### src/rtl/fb_fill_ctrl.sv
// Frame-buffer fill sequencer: power-on clear, white clears and clipped SIZE x SIZE paints, one write per cycle.
// First write one cycle after the request edge; requests outside IDLE are dropped, never queued.
module fb_fill_ctrl #(
    parameter int W_RES = 640,
    parameter int H_RES = 480,
    parameter int SIZE  = 8
) (
    input  logic        CLOCK_50,
    input  logic        reset,
    input  logic        clear_req,
    input  logic        paint_req,
    input  logic [10:0] paint_x,
    input  logic [10:0] paint_y,
    input  logic [7:0]  paint_r,
    input  logic [7:0]  paint_g,
    input  logic [7:0]  paint_b,
    output logic        ready,
    output logic        done,
    output logic        write_enable,
    output logic [10:0] data_in_x,
    output logic [10:0] data_in_y,
    output logic [7:0]  red_data_in,
    output logic [7:0]  green_data_in,
    output logic [7:0]  blue_data_in
);

    typedef enum logic [2:0] {
        BOOT,
        IDLE,
        CLEAR,
        PAINT,
        DONE
    } state_t;

    localparam logic [11:0] X_LAST_W = 12'(W_RES - 1);
    localparam logic [11:0] Y_LAST_W = 12'(H_RES - 1);
    localparam logic [11:0] SPAN     = 12'(SIZE - 1);
    localparam logic [10:0] X_LAST   = 11'(W_RES - 1);
    localparam logic [10:0] Y_LAST   = 11'(H_RES - 1);

    state_t      state;
    logic [10:0] x_start;
    logic [10:0] x_end;
    logic [10:0] y_end;

    logic [11:0] px_far;
    logic [11:0] py_far;
    logic [10:0] px_end;
    logic [10:0] py_end;
    logic        off_screen;

    // Square end points at 12 bits so a start near 2047 cannot wrap past the clip.
    always_comb begin
        px_far     = {1'b0, paint_x} + SPAN;
        py_far     = {1'b0, paint_y} + SPAN;
        px_end     = (px_far > X_LAST_W) ? X_LAST : px_far[10:0];
        py_end     = (py_far > Y_LAST_W) ? Y_LAST : py_far[10:0];
        off_screen = ({1'b0, paint_x} > X_LAST_W) || ({1'b0, paint_y} > Y_LAST_W);
    end

    always_ff @(posedge CLOCK_50 or negedge reset) begin
        if (!reset) begin
            state         <= BOOT;
            ready         <= 1'b0;
            done          <= 1'b0;
            write_enable  <= 1'b0;
            data_in_x     <= '0;
            data_in_y     <= '0;
            red_data_in   <= '0;
            green_data_in <= '0;
            blue_data_in  <= '0;
            x_start       <= '0;
            x_end         <= '0;
            y_end         <= '0;
        end else begin
            case (state)
                BOOT, IDLE: begin
                    if (state == BOOT || clear_req) begin
                        state         <= CLEAR;
                        ready         <= 1'b0;
                        write_enable  <= 1'b1;
                        data_in_x     <= '0;
                        data_in_y     <= '0;
                        red_data_in   <= 8'hFF;
                        green_data_in <= 8'hFF;
                        blue_data_in  <= 8'hFF;
                        x_start       <= '0;
                        x_end         <= X_LAST;
                        y_end         <= Y_LAST;
                    end else if (paint_req) begin
                        ready <= 1'b0;
                        if (off_screen) begin
                            state <= DONE;
                            done  <= 1'b1;
                        end else begin
                            state         <= PAINT;
                            write_enable  <= 1'b1;
                            data_in_x     <= paint_x;
                            data_in_y     <= paint_y;
                            red_data_in   <= paint_r;
                            green_data_in <= paint_g;
                            blue_data_in  <= paint_b;
                            x_start       <= paint_x;
                            x_end         <= px_end;
                            y_end         <= py_end;
                        end
                    end
                end
                // CLEAR and PAINT share the same row-major sweep over the latched window.
                CLEAR, PAINT: begin
                    if (data_in_x == x_end) begin
                        if (data_in_y == y_end) begin
                            state        <= DONE;
                            write_enable <= 1'b0;
                            done         <= 1'b1;
                        end else begin
                            data_in_x <= x_start;
                            data_in_y <= data_in_y + 11'd1;
                        end
                    end else begin
                        data_in_x <= data_in_x + 11'd1;
                    end
                end
                DONE: begin
                    state <= IDLE;
                    done  <= 1'b0;
                    ready <= 1'b1;
                end
                default: begin
                    state        <= BOOT;
                    ready        <= 1'b0;
                    done         <= 1'b0;
                    write_enable <= 1'b0;
                end
            endcase
        end
    end

endmodule

### config.mk
export PLATFORM = sky130hd
export DESIGN_NAME = fb_fill_ctrl
export DESIGN_NICKNAME = d
export VERILOG_FILES = /design/src/rtl/fb_fill_ctrl.sv
export SDC_FILE = /design/constraint.sdc
export NUM_CORES = 1
export LEC_CHECK = 0
export CAP_MARGIN = 10
export CORE_MARGIN = 3
export CORE_UTILIZATION = 35
export CTS_CLUSTER_SIZE = 24
export DETAILED_ROUTE_END_ITERATION = 7
export SYNTH_ARGS = -nofsm -noshare
export SYNTH_HDL_FRONTEND = slang
export SYNTH_SLANG_ARGS = --single-unit
### constraint.sdc
create_clock -name CLOCK_50 -period 2.98 [get_ports CLOCK_50]
set_input_delay 0.447 -clock CLOCK_50 [delete_from_list [all_inputs] [get_ports CLOCK_50]]
set_output_delay 0.447 -clock CLOCK_50 [all_outputs]
set_load 0.01 [all_outputs]
---- After elaboration in Yosys (flattened, before gate mapping) ----
Index checks and enable logic that the tools add are counted.
W data, S select, Z words.
word-level totals
  bits of input ports ..................... 50
  word-level logic and storage cells ...... 102
  register bits ........................... 85
  output and inout bits ................... 49
cells by class
  $lt $le $gt $ge ......................... 4
  muxes and demuxes ....................... 50
  equal/unequal tests ..................... 16
  bitwise operators ....................... 2
  reduce and logical (&&, ||, !) cells .... 14
  $add $sub $neg .......................... 4
operators with widths
  operator                 number
  $mux W11                 18
  $mux W8                  9
  $pmux W11 S2             2
  $add A11 B3 Y12 const B  2
  $add A11 B1 Y11 const B  2
  $eq A11 B11 Y1           2
  $mux W3                  5
  $reduce_and A5 Y1        3
  $gt A12 B10 Y1 const B   1
  $gt A12 B9 Y1 const B    1
  $mux W1                  12
  $ne A2 B2 Y1 const B     6
  $gt A11 B10 Y1 const B   1
  $gt A11 B9 Y1 const B    1
  $ne A3 B3 Y1 const B     3
  $pmux W3 S3              1
  $eq A3 B2 Y1 const B     2
  $pmux W1 S3              2
  $reduce_and A3 Y1        2
  $reduce_and A4 Y1        1
  $reduce_bool A2 Y1       2
  $reduce_or A2 Y1         2
  $eq A3 B1 Y1 const B     1
  $eq A3 B3 Y1 const B     1
  6 further kinds          8

---- Logic depth before layout (Yosys ltp) ----
Gate-level depths: netlist of run 1.
  depth after elaboration ................. 6
  mapped depth ............................ 9
  mapped depth without buffers ............ 8

---- Worst setup path before layout of run 1 ----
OpenSTA, ideal clock, no wires.
  path kind ............................... input-to-reg
  start ................................... input port paint_x[3]
  end ..................................... register data_in_y[0]
  library setup time ...................... 0.125 ns
  path slack .............................. 0.705 ns
  data arrival time ....................... 2.150 ns
  stages on the path ...................... 9
  path buffers ............................ 3
  required time ........................... 2.855 ns
  cell sequence ........................... buf_4 and4_4 a211o_1 a311oi_2 o21a_1 buf_4 or2_1 buf_4 mux2_4
between the ends
  longest elaborated chain between the ends .. 4
RTL lines
  what                         RTL line  text
  from (decl)                  12        input logic [10:0] paint_x,
  $gt A11 B10 Y1               58        off_screen = ({1'b0, paint_x} > X_LAST_W) || ({1'b0, paint_y} > Y_LAST_W);
  $logic_or A1 B1 Y1           58
  $ne A3 B3 Y1 (no line)       --
  $reduce_and A5 Y1 (no line)  --
  to (signal assigned)         99        data_in_y <= paint_y;
  to (signal assigned)         118       data_in_y <= data_in_y + 11'd1;
  to (decl)                    21        output logic [10:0] data_in_y,
No other way between the ends.
A chain may end at the register's enable or synchronous reset.

---- Final worst setup path of run 1 ----
  start ................................... input port paint_y[9]
  end ..................................... register y_end[2]
between the ends
  longest elaborated chain between the ends .. 6
  elaborated cells on any way between the ends .. 10
  classes of those cells .................. add/sub: 1; order compare: 2; eq/ne: 1; mux: 4; reduce/logical: 2
RTL lines
  what                  RTL line  text
  from (decl)           13        input logic [10:0] paint_y,
  $add A11 B3 Y12       55        py_far = {1'b0, paint_y} + SPAN;
  $gt A12 B9 Y1         57        py_end = (py_far > Y_LAST_W) ? Y_LAST : py_far[10:0];
  $mux W11              57
  $mux W11              92        if (off_screen) begin
  $mux W11              90        end else if (paint_req) begin
  $mux W11              78        if (state == BOOT || clear_req) begin
  to (signal assigned)  105       y_end <= py_end;
  to (decl)             44        logic [10:0] y_end;
Several ways; a longest one is shown, not always the timed one. The select of a mux whose other input is x is not followed.

==> flow_results.xml, run 1 <==
<?xml version="1.0" encoding="UTF-8"?>
<metrics>
  <group name="run_status">
    <metric name="result_of_the_run" unit="">finished, final reports clean</metric>
  </group>
  <group name="route">
    <metric name="detail_route.vias_per_cell" unit="">5.28</metric>
    <metric name="wl_met3" unit="um">835</metric>
    <metric name="detail_route.wirelength" unit="um">13000</metric>
    <metric name="num_vias" unit="">3999</metric>
    <metric name="drc" unit="">0</metric>
    <metric name="wire_per_inst" unit="um">17.1</metric>
    <metric name="wl_met2" unit="um">6030</metric>
    <metric name="detail_route.wirelength.met1" unit="um">5900</metric>
    <metric name="detailedRoute.firstPassIterationCount" unit="">5</metric>
    <metric name="detailedRoute.firstIterationViolations" unit="">284</metric>
    <metric name="postRouteAntennaNets" unit="">0</metric>
    <metric name="top_routing_layer_in_use" unit="">met4</metric>
  </group>
  <group name="power">
    <metric name="power.share.combinational" unit="%">42.2</metric>
    <metric name="peakVddDrop" unit="V">0.000329</metric>
    <metric name="power_switching_share" unit="%">37.6</metric>
    <metric name="internal_power_summed_over_all_cells" unit="uW">3210</metric>
    <metric name="static-leakage-power" unit="uW">0.00237</metric>
    <metric name="sequential_power_share" unit="%">36.2</metric>
    <metric name="p_sw" unit="uW">1940</metric>
    <metric name="power_frac_clock" unit="%">21.5</metric>
    <metric name="final_total_pwr" unit="uW">5140</metric>
    <metric name="p_per_area" unit="mW/mm2">827</metric>
  </group>
  <group name="global_route">
    <metric name="grt.overflow.total" unit="">0</metric>
    <metric name="grt_antenna_before_repair" unit="">0</metric>
    <metric name="overall_global_routing_resource_usage" unit="%">18.1</metric>
    <metric name="maximum_number_of_pins_on_one_net_before_global_route_repair" unit="">86</metric>
    <metric name="grt_pass1_vias" unit="">3995</metric>
    <metric name="global_route_wire_length_before_repair" unit="um">20900</metric>
  </group>
  <group name="critical_path">
    <metric name="regToRegSetupSlack" unit="ns">0.70</metric>
    <metric name="reg2reg_to" unit="">y_end[2]</metric>
    <metric name="worst_setup_path_start_kind" unit="">primary input</metric>
    <metric name="worstPathArrival" unit="ns">2.75</metric>
    <metric name="critPathMaxFanout" unit="">6</metric>
    <metric name="reg2reg_from" unit="">state[2]</metric>
    <metric name="setup.worst_path.end_class" unit="">flip-flop</metric>
    <metric name="crit_path_max_incr_delay" unit="ns">0.50</metric>
    <metric name="cp_cell_sequence" unit="">clkdlybuf4s50_1, or3_1, a311oi_1, buf_4, o21a_1, o21ai_2, nor3_2, a21oi_1</metric>
    <metric name="cp_top_family" unit="">simple AND/OR/NAND/NOR gates</metric>
    <metric name="critical_path.n_buffers_inverters" unit="">2</metric>
    <metric name="timing.critical_path.required" unit="ns">3.18</metric>
    <metric name="setup.worst_path.class" unit="">primary input to flip-flop</metric>
    <metric name="worst-r2r-cell-count" unit="">7</metric>
    <metric name="timing.critical_path.slowest_stage_cell" unit="">sky130_fd_sc_hd__clkdlybuf4s50_1</metric>
  </group>
  <group name="clock_tree">
    <metric name="clock_sink_count" unit="">85</metric>
    <metric name="number_of_buffers_added_by_the_clock_tree_synthesis_step" unit="">9</metric>
    <metric name="clock-root-buffer" unit="">sky130_fd_sc_hd__clkbuf_16</metric>
    <metric name="post_cts_hold_buffers" unit="">0</metric>
    <metric name="clk_transition_reported_paths" unit="ns">0.06</metric>
    <metric name="clk_latency" unit="ns">0.34</metric>
    <metric name="cts_setup_buffers" unit="">0</metric>
    <metric name="tritoncts_clock_tree" unit="">yes</metric>
    <metric name="cts-htree-levels" unit="">3</metric>
    <metric name="ctsResizeCount" unit="">0</metric>
    <metric name="clock_tree.buffer_depth" unit="">2</metric>
  </group>
  <group name="die">
    <metric name="start_util" unit="%">36.2</metric>
    <metric name="die_w" unit="um">121</metric>
    <metric name="coreArea" unit="mm2">0.0128</metric>
    <metric name="io_pins" unit="">99</metric>
    <metric name="dieArea" unit="mm2">0.0146</metric>
    <metric name="die_height" unit="um">121</metric>
    <metric name="std_cell_rows" unit="">41</metric>
  </group>
  <group name="placement">
    <metric name="gp_congestion" unit="">0.826</metric>
    <metric name="io_buffer_count" unit="">98</metric>
    <metric name="dp.cells" unit="">741</metric>
    <metric name="hpwl" unit="um">9200</metric>
  </group>
  <group name="synth">
    <metric name="syn_area_per_cell" unit="um2">9.74</metric>
    <metric name="postSynth.topFlopCell" unit="">sky130_fd_sc_hd__dfrtp_1</metric>
    <metric name="syn_inst" unit="">474</metric>
    <metric name="synth.yosys.seq_area_share" unit="%">46.1</metric>
    <metric name="number_of_flops_mapped_to_enable_cells_by_yosys" unit="">0</metric>
    <metric name="synthDistinctLibCells" unit="">56</metric>
    <metric name="postSynth.asyncResetShare" unit="%">100</metric>
    <metric name="syn-num-nets" unit="">532</metric>
    <metric name="synth_seq_cells" unit="">85</metric>
    <metric name="yosys_warnings" unit="">0</metric>
    <metric name="synth_area" unit="mm2">0.00462</metric>
  </group>
  <group name="timing">
    <metric name="setup-violations-final" unit="">0</metric>
    <metric name="timing_max_transition_violations_final" unit="">0</metric>
    <metric name="fmax" unit="MHz">392</metric>
    <metric name="relSlewSlack" unit="%">27.7</metric>
    <metric name="final_hold_viol_count" unit="">0</metric>
    <metric name="final.setup_skew" unit="ns">0.00678</metric>
    <metric name="final.period_utilization" unit="%">85.7</metric>
    <metric name="finalWorstPathRequiredPeriod" unit="ns">2.55</metric>
    <metric name="totalNegativeSetupSlack" unit="ns">0</metric>
    <metric name="unrepaired_setup_endpoints_after_global_routing" unit="">false</metric>
    <metric name="slew_at_the_pin_closest_to_its_max_slew_limit" unit="ns">1.08</metric>
  </group>
  <group name="run">
    <metric name="max_cap_viol_count" unit="">0</metric>
  </group>
  <group name="layout">
    <metric name="post_route_cells_drive_above_1_share" unit="%">10.6</metric>
    <metric name="fillers" unit="">1215</metric>
    <metric name="finish.net_count" unit="">638</metric>
    <metric name="final_cells" unit="">757</metric>
    <metric name="syn2layout_area_growth" unit="%">34.7</metric>
    <metric name="diodes" unit="">0</metric>
    <metric name="final_core_util" unit="%">48.7</metric>
  </group>
  <group name="worst_hold_path">
    <metric name="holdCritPathClass" unit="">primary input to async pin</metric>
  </group>
</metrics>
-- logic make-up (layout without fill, tap and decap cells) --
kind of cell               count (synthesis)  in the layout  synth area share [%]
and+or+nand+nor                          162            162                  17.7
AOI/OAI and AO/OA                        119            119                  17.7
DFF                                       85             85                  46.1
xor gates and xnor gates                  45             45                  8.53
buffers and inverters                     36            147                  3.41
muxes                                     19             19                  4.47
adders and majority gates                  8              8                  2.17
-- routing by layer --
| layer | up-vias | global-route usage (%) |
|---|---|---|
| li1 | 1912 | - |
| met1 | 1921 | 24.9 |
| met2 | 150 | 28.3 |
| met3 | 16 | 3.92 |
| met4 | 0 | 5.81 |
| met5 | - | 0 |
-- Yosys cell counts (all sizes together), types with 3 or more instances --
cell,n,area [um2]
a311oi,5,50.0
dfrtp,85,2130
o31ai,5,42.5
xnor2,33,289
mux2,10,116
a31oi,12,75.1
o21ai,24,120
nor3b,3,22.5
o21a,4,30.0
nand2,39,146
nor3,16,95.1
nand3,19,95.1
clkbuf,18,67.6
or3,5,31.3
mux2i,9,90.1
buf,12,67.6
and4,3,28.8
and2,7,43.8
nor2,41,161
o22a,22,193
xor2,12,105
nand2b,6,37.5
nor2b,5,31.3
and3,5,31.3
a211oi,3,22.5
ha,8,100
nand4,8,50.1
inv,6,22.5
a21oi,25,125
-- power by group through the flow --
stage | registers, uW | clock network [uW] | logic (uW)
finish | 1860 | 1110 | 2170
global route | 1920 | 1190 | 2390
CTS | 1860 | 1130 | 2190
detailed placement | 1880 | 0 | 2180
global placement | 1870 | 0 | 2150
floorplan | 1800 | 0 | 1280
-- worst reg2reg max path, cell delays in order, from the launching register on --
cell and delay [ns]:
sky130_fd_sc_hd__dfrtp_1 0.55, sky130_fd_sc_hd__nor3_1 0.29, sky130_fd_sc_hd__nor2_1 0.10, sky130_fd_sc_hd__buf_12 0.17
sky130_fd_sc_hd__a311oi_2 0.30, sky130_fd_sc_hd__o21ai_2 0.17, sky130_fd_sc_hd__nor3_2 0.45, sky130_fd_sc_hd__a21oi_1 0.13
-- worst max-delay path by stage --
| stage | start | end | slack, ns | depth (start not counted) |
|---|---|---|---|---|
| after CTS | paint_y[9] | y_end[2] | 0.42 | 8 |
| after global placement | paint_y[9] | y_end[3] | 0.10 | 8 |
| after global routing | paint_x[0] | y_end[2] | 0.26 | 8 |
| after floorplan | paint_x[3] | data_in_y[0] | 0.70 | 9 |
| final | paint_y[9] | y_end[2] | 0.43 | 8 |
| after detailed placement | paint_y[9] | y_end[2] | 0.06 | 8 |
-- metrics by stage --
stage	setup slack (ns)	cell area (um2)	hold WS, ns
floorplan	0.705	4620	0.151
global placement	0.103	5920	0.466
detailed placement	0.0587	5920	0.471
CTS	0.416	6220	0.365
global route	0.261	6220	0.417
finish	0.427	6220	0.318
-- cell type report --
class	count	area, um2	area share, %
clock buffers	14	284	4.57
well taps	172	215	3.46
multi-input cells	353	2340	37.6
clock inverters	2	15.0	0.241
repair buffers	125	1220	19.6
flip-flops and latches	85	2130	34.2
inverters	6	22.5	0.362
-- cell usage in the layout, fill, tap and decap left out, types with 8 or more instances in the layout --
cell type                         instances
sky130_fd_sc_hd__nor2_1                  40
sky130_fd_sc_hd__nor3_1                  13
sky130_fd_sc_hd__ha_1                     8
sky130_fd_sc_hd__nand4_1                  8
sky130_fd_sc_hd__buf_4                   25
sky130_fd_sc_hd__o22a_1                  22
sky130_fd_sc_hd__clkbuf_16                9
sky130_fd_sc_hd__xnor2_1                 33
sky130_fd_sc_hd__clkdlybuf4s50_1         97
sky130_fd_sc_hd__nand3_1                 19
sky130_fd_sc_hd__mux2_2                   9
sky130_fd_sc_hd__xor2_1                  12
sky130_fd_sc_hd__dfrtp_1                 85
sky130_fd_sc_hd__a21oi_1                 25
sky130_fd_sc_hd__mux2i_1                  9
sky130_fd_sc_hd__a31oi_1                 12
sky130_fd_sc_hd__o21ai_0                 23
sky130_fd_sc_hd__nand2_1                 39
-- sequential cells by signal (all words and copies together), names as in the netlist --
| register | cells |
|---|---|
| blue_data_in | 8 |
| data_in_x | 11 |
| data_in_y | 11 |
| done | 1 |
| green_data_in | 8 |
| ready | 1 |
| red_data_in | 8 |
| state | 3 |
| write_enable | 1 |
| x_end | 11 |
| x_start | 11 |
| y_end | 11 |
No activity file was read; power rests on OpenSTA's default activity.
==> run 2, diff against run 1 <==
--- a/config.mk
+++ b/config.mk
@@ -10,6 +10,7 @@
 export CORE_UTILIZATION = 35
 export CTS_CLUSTER_SIZE = 24
 export DETAILED_ROUTE_END_ITERATION = 7
+export SLEW_MARGIN = 20
 export SYNTH_ARGS = -nofsm -noshare
 export SYNTH_HDL_FRONTEND = slang
 export SYNTH_SLANG_ARGS = --single-unit
==> flow_results.xml, run 2 (same netlist as run 1, synthesis figures left out) <==
<?xml version="1.0" encoding="UTF-8"?>
<metrics>
  <group name="clock_tree">
    <metric name="clock-root-buffer" unit="">sky130_fd_sc_hd__clkbuf_16</metric>
    <metric name="clk_latency" unit="ns">0.33</metric>
    <metric name="clock_tree.buffer_depth" unit="">2</metric>
    <metric name="clock_sink_count" unit="">85</metric>
    <metric name="post_cts_hold_buffers" unit="">0</metric>
    <metric name="number_of_buffers_added_by_the_clock_tree_synthesis_step" unit="">9</metric>
    <metric name="ctsResizeCount" unit="">0</metric>
    <metric name="clk_transition_reported_paths" unit="ns">0.06</metric>
    <metric name="cts_setup_buffers" unit="">0</metric>
    <metric name="cts-htree-levels" unit="">3</metric>
    <metric name="tritoncts_clock_tree" unit="">yes</metric>
  </group>
  <group name="die">
    <metric name="die_w" unit="um">121</metric>
    <metric name="coreArea" unit="mm2">0.0128</metric>
    <metric name="dieArea" unit="mm2">0.0146</metric>
    <metric name="std_cell_rows" unit="">41</metric>
    <metric name="die_height" unit="um">121</metric>
    <metric name="start_util" unit="%">36.2</metric>
    <metric name="io_pins" unit="">99</metric>
  </group>
  <group name="route">
    <metric name="detailedRoute.firstPassIterationCount" unit="">4</metric>
    <metric name="postRouteAntennaNets" unit="">0</metric>
    <metric name="detail_route.vias_per_cell" unit="">5.33</metric>
    <metric name="drc" unit="">0</metric>
    <metric name="detailedRoute.firstIterationViolations" unit="">268</metric>
    <metric name="detail_route.wirelength" unit="um">13000</metric>
    <metric name="num_vias" unit="">4030</metric>
    <metric name="wire_per_inst" unit="um">17.1</metric>
  </group>
  <group name="layout">
    <metric name="layout.cells.most_common_list" unit="">sky130_fd_sc_hd__clkdlybuf4s50_1, sky130_fd_sc_hd__dfrtp_1, sky130_fd_sc_hd__nor2_1</metric>
    <metric name="finish.net_count" unit="">639</metric>
    <metric name="syn2layout_area_growth" unit="%">35.3</metric>
    <metric name="diodes" unit="">0</metric>
    <metric name="fin_area" unit="mm2">0.00625</metric>
    <metric name="post_route_cells_drive_above_1_share" unit="%">10.4</metric>
    <metric name="mostFrequentLayoutCell" unit="">sky130_fd_sc_hd__clkdlybuf4s50_1</metric>
  </group>
  <group name="timing">
    <metric name="setup-violations-final" unit="">0</metric>
    <metric name="timing_max_transition_violations_final" unit="">0</metric>
    <metric name="final_hold_viol_count" unit="">0</metric>
    <metric name="slew_at_the_pin_closest_to_its_max_slew_limit" unit="ns">0.540</metric>
    <metric name="final.setup_skew" unit="ns">0.00636</metric>
    <metric name="fmax" unit="MHz">383</metric>
    <metric name="final.period_utilization" unit="%">87.6</metric>
    <metric name="unrepaired_setup_endpoints_after_global_routing" unit="">false</metric>
    <metric name="relSlewSlack" unit="%">63.7</metric>
    <metric name="finalWorstPathRequiredPeriod" unit="ns">2.61</metric>
    <metric name="totalNegativeSetupSlack" unit="ns">0</metric>
  </group>
  <group name="run_status">
    <metric name="result_of_the_run" unit="">finished, final reports clean</metric>
  </group>
  <group name="power">
    <metric name="power_switching_share" unit="%">37.0</metric>
    <metric name="sequential_power_share" unit="%">36.0</metric>
    <metric name="power_frac_clock" unit="%">21.8</metric>
    <metric name="static-leakage-power" unit="uW">0.00239</metric>
    <metric name="peakVddDrop" unit="V">0.000376</metric>
    <metric name="internal_power_summed_over_all_cells" unit="uW">3260</metric>
    <metric name="p_per_area" unit="mW/mm2">828</metric>
    <metric name="power.share.combinational" unit="%">42.2</metric>
    <metric name="p_sw" unit="uW">1910</metric>
  </group>
  <group name="critical_path">
    <metric name="setup.worst_path.class" unit="">primary input to flip-flop</metric>
    <metric name="setup.worst_path.end_class" unit="">flip-flop</metric>
    <metric name="worst_setup_path_start_kind" unit="">primary input</metric>
    <metric name="worstPathArrival" unit="ns">2.80</metric>
    <metric name="timing.critical_path.required" unit="ns">3.17</metric>
    <metric name="critPathMaxFanout" unit="">6</metric>
  </group>
  <group name="global_route">
    <metric name="grt_antenna_before_repair" unit="">0</metric>
    <metric name="grt_pass1_vias" unit="">3991</metric>
    <metric name="global_route_wire_length_before_repair" unit="um">21300</metric>
    <metric name="grt.overflow.total" unit="">0</metric>
    <metric name="maximum_number_of_pins_on_one_net_before_global_route_repair" unit="">48</metric>
    <metric name="overall_global_routing_resource_usage" unit="%">18.3</metric>
  </group>
  <group name="placement">
    <metric name="dpl_cell_area" unit="mm2">0.00595</metric>
    <metric name="hpwl" unit="um">9370</metric>
    <metric name="io_buffer_count" unit="">98</metric>
    <metric name="gp_congestion" unit="">0.826</metric>
  </group>
  <group name="worst_hold_path">
    <metric name="holdCritPathClass" unit="">primary input to async pin</metric>
  </group>
  <group name="run">
    <metric name="max_cap_viol_count" unit="">0</metric>
  </group>
</metrics>
## run 2: stage by stage
step	instances	hold slack, ns	power [uW]	util [%]	setup WS [ns]
global route	756	0.130	5550	48.9	0.243
global placement	741	0.466	4020	46.4	0.103
finish	756	0.0903	5180	48.9	0.369
CTS	756	0.108	5220	48.9	0.391
floorplan	474	0.151	3080	-	0.705
detailed placement	742	0.468	4060	46.6	0.0382
## run 2: path summary, 6_finish.rpt
path / start / end / slack, ns / depth (start not counted)
max in group asynchronous: reset / y_end[4] / 2.27 / 2
hold / removal: reset / data_in_x[8] / 0.09 / 1
setup / recovery: paint_y[9] / y_end[2] / 0.37 / 8
hold reg to reg: x_start[2] / x_start[2] / 0.48 / 2
min in group CLOCK_50: x_start[2] / x_start[2] / 0.48 / 2
setup reg to reg: state[2] / y_end[2] / 0.65 / 7
## run 2: power groups by stage
stage          registers [uW]  logic (uW)  clock network (uW)
2_1_floorplan            1800        1280                   0
3_3_place_gp             1870        2150                   0
3_5_place_dp             1880        2180                   0
4_1_cts                  1860        2190                1160
5_1_grt                  1920        2410                1220
6_report                 1860        2180                1130
## run 2: final cells by class
class	count	area, um2
fill	1215	6520
multi-input combinational	353	2340
sequential	85	2130
timing repair buffer	126	1250
clock buffer	13	270
tap	172	215
clock inverter	1	30.0
inverter	6	22.5
## run 2: critical path: stages
cell,delay (ns)
sky130_fd_sc_hd__clkdlybuf4s50_1,0.50
sky130_fd_sc_hd__or3_1,0.40
sky130_fd_sc_hd__a311oi_1,0.32
sky130_fd_sc_hd__buf_4,0.18
sky130_fd_sc_hd__o21a_1,0.21
sky130_fd_sc_hd__o21ai_2,0.13
sky130_fd_sc_hd__nor3_2,0.46
sky130_fd_sc_hd__a21oi_1,0.13
## run 2: per-layer routing
metal  GRT usage (%)  vias to the layer above  part of all wire, %
met2            28.9                      125                   47
li1                -                     1923                    -
met4            4.60                        0                  1.2
met3            4.38                       14                  5.8
met1            25.5                     1968                   46
met5               0                        -                    0
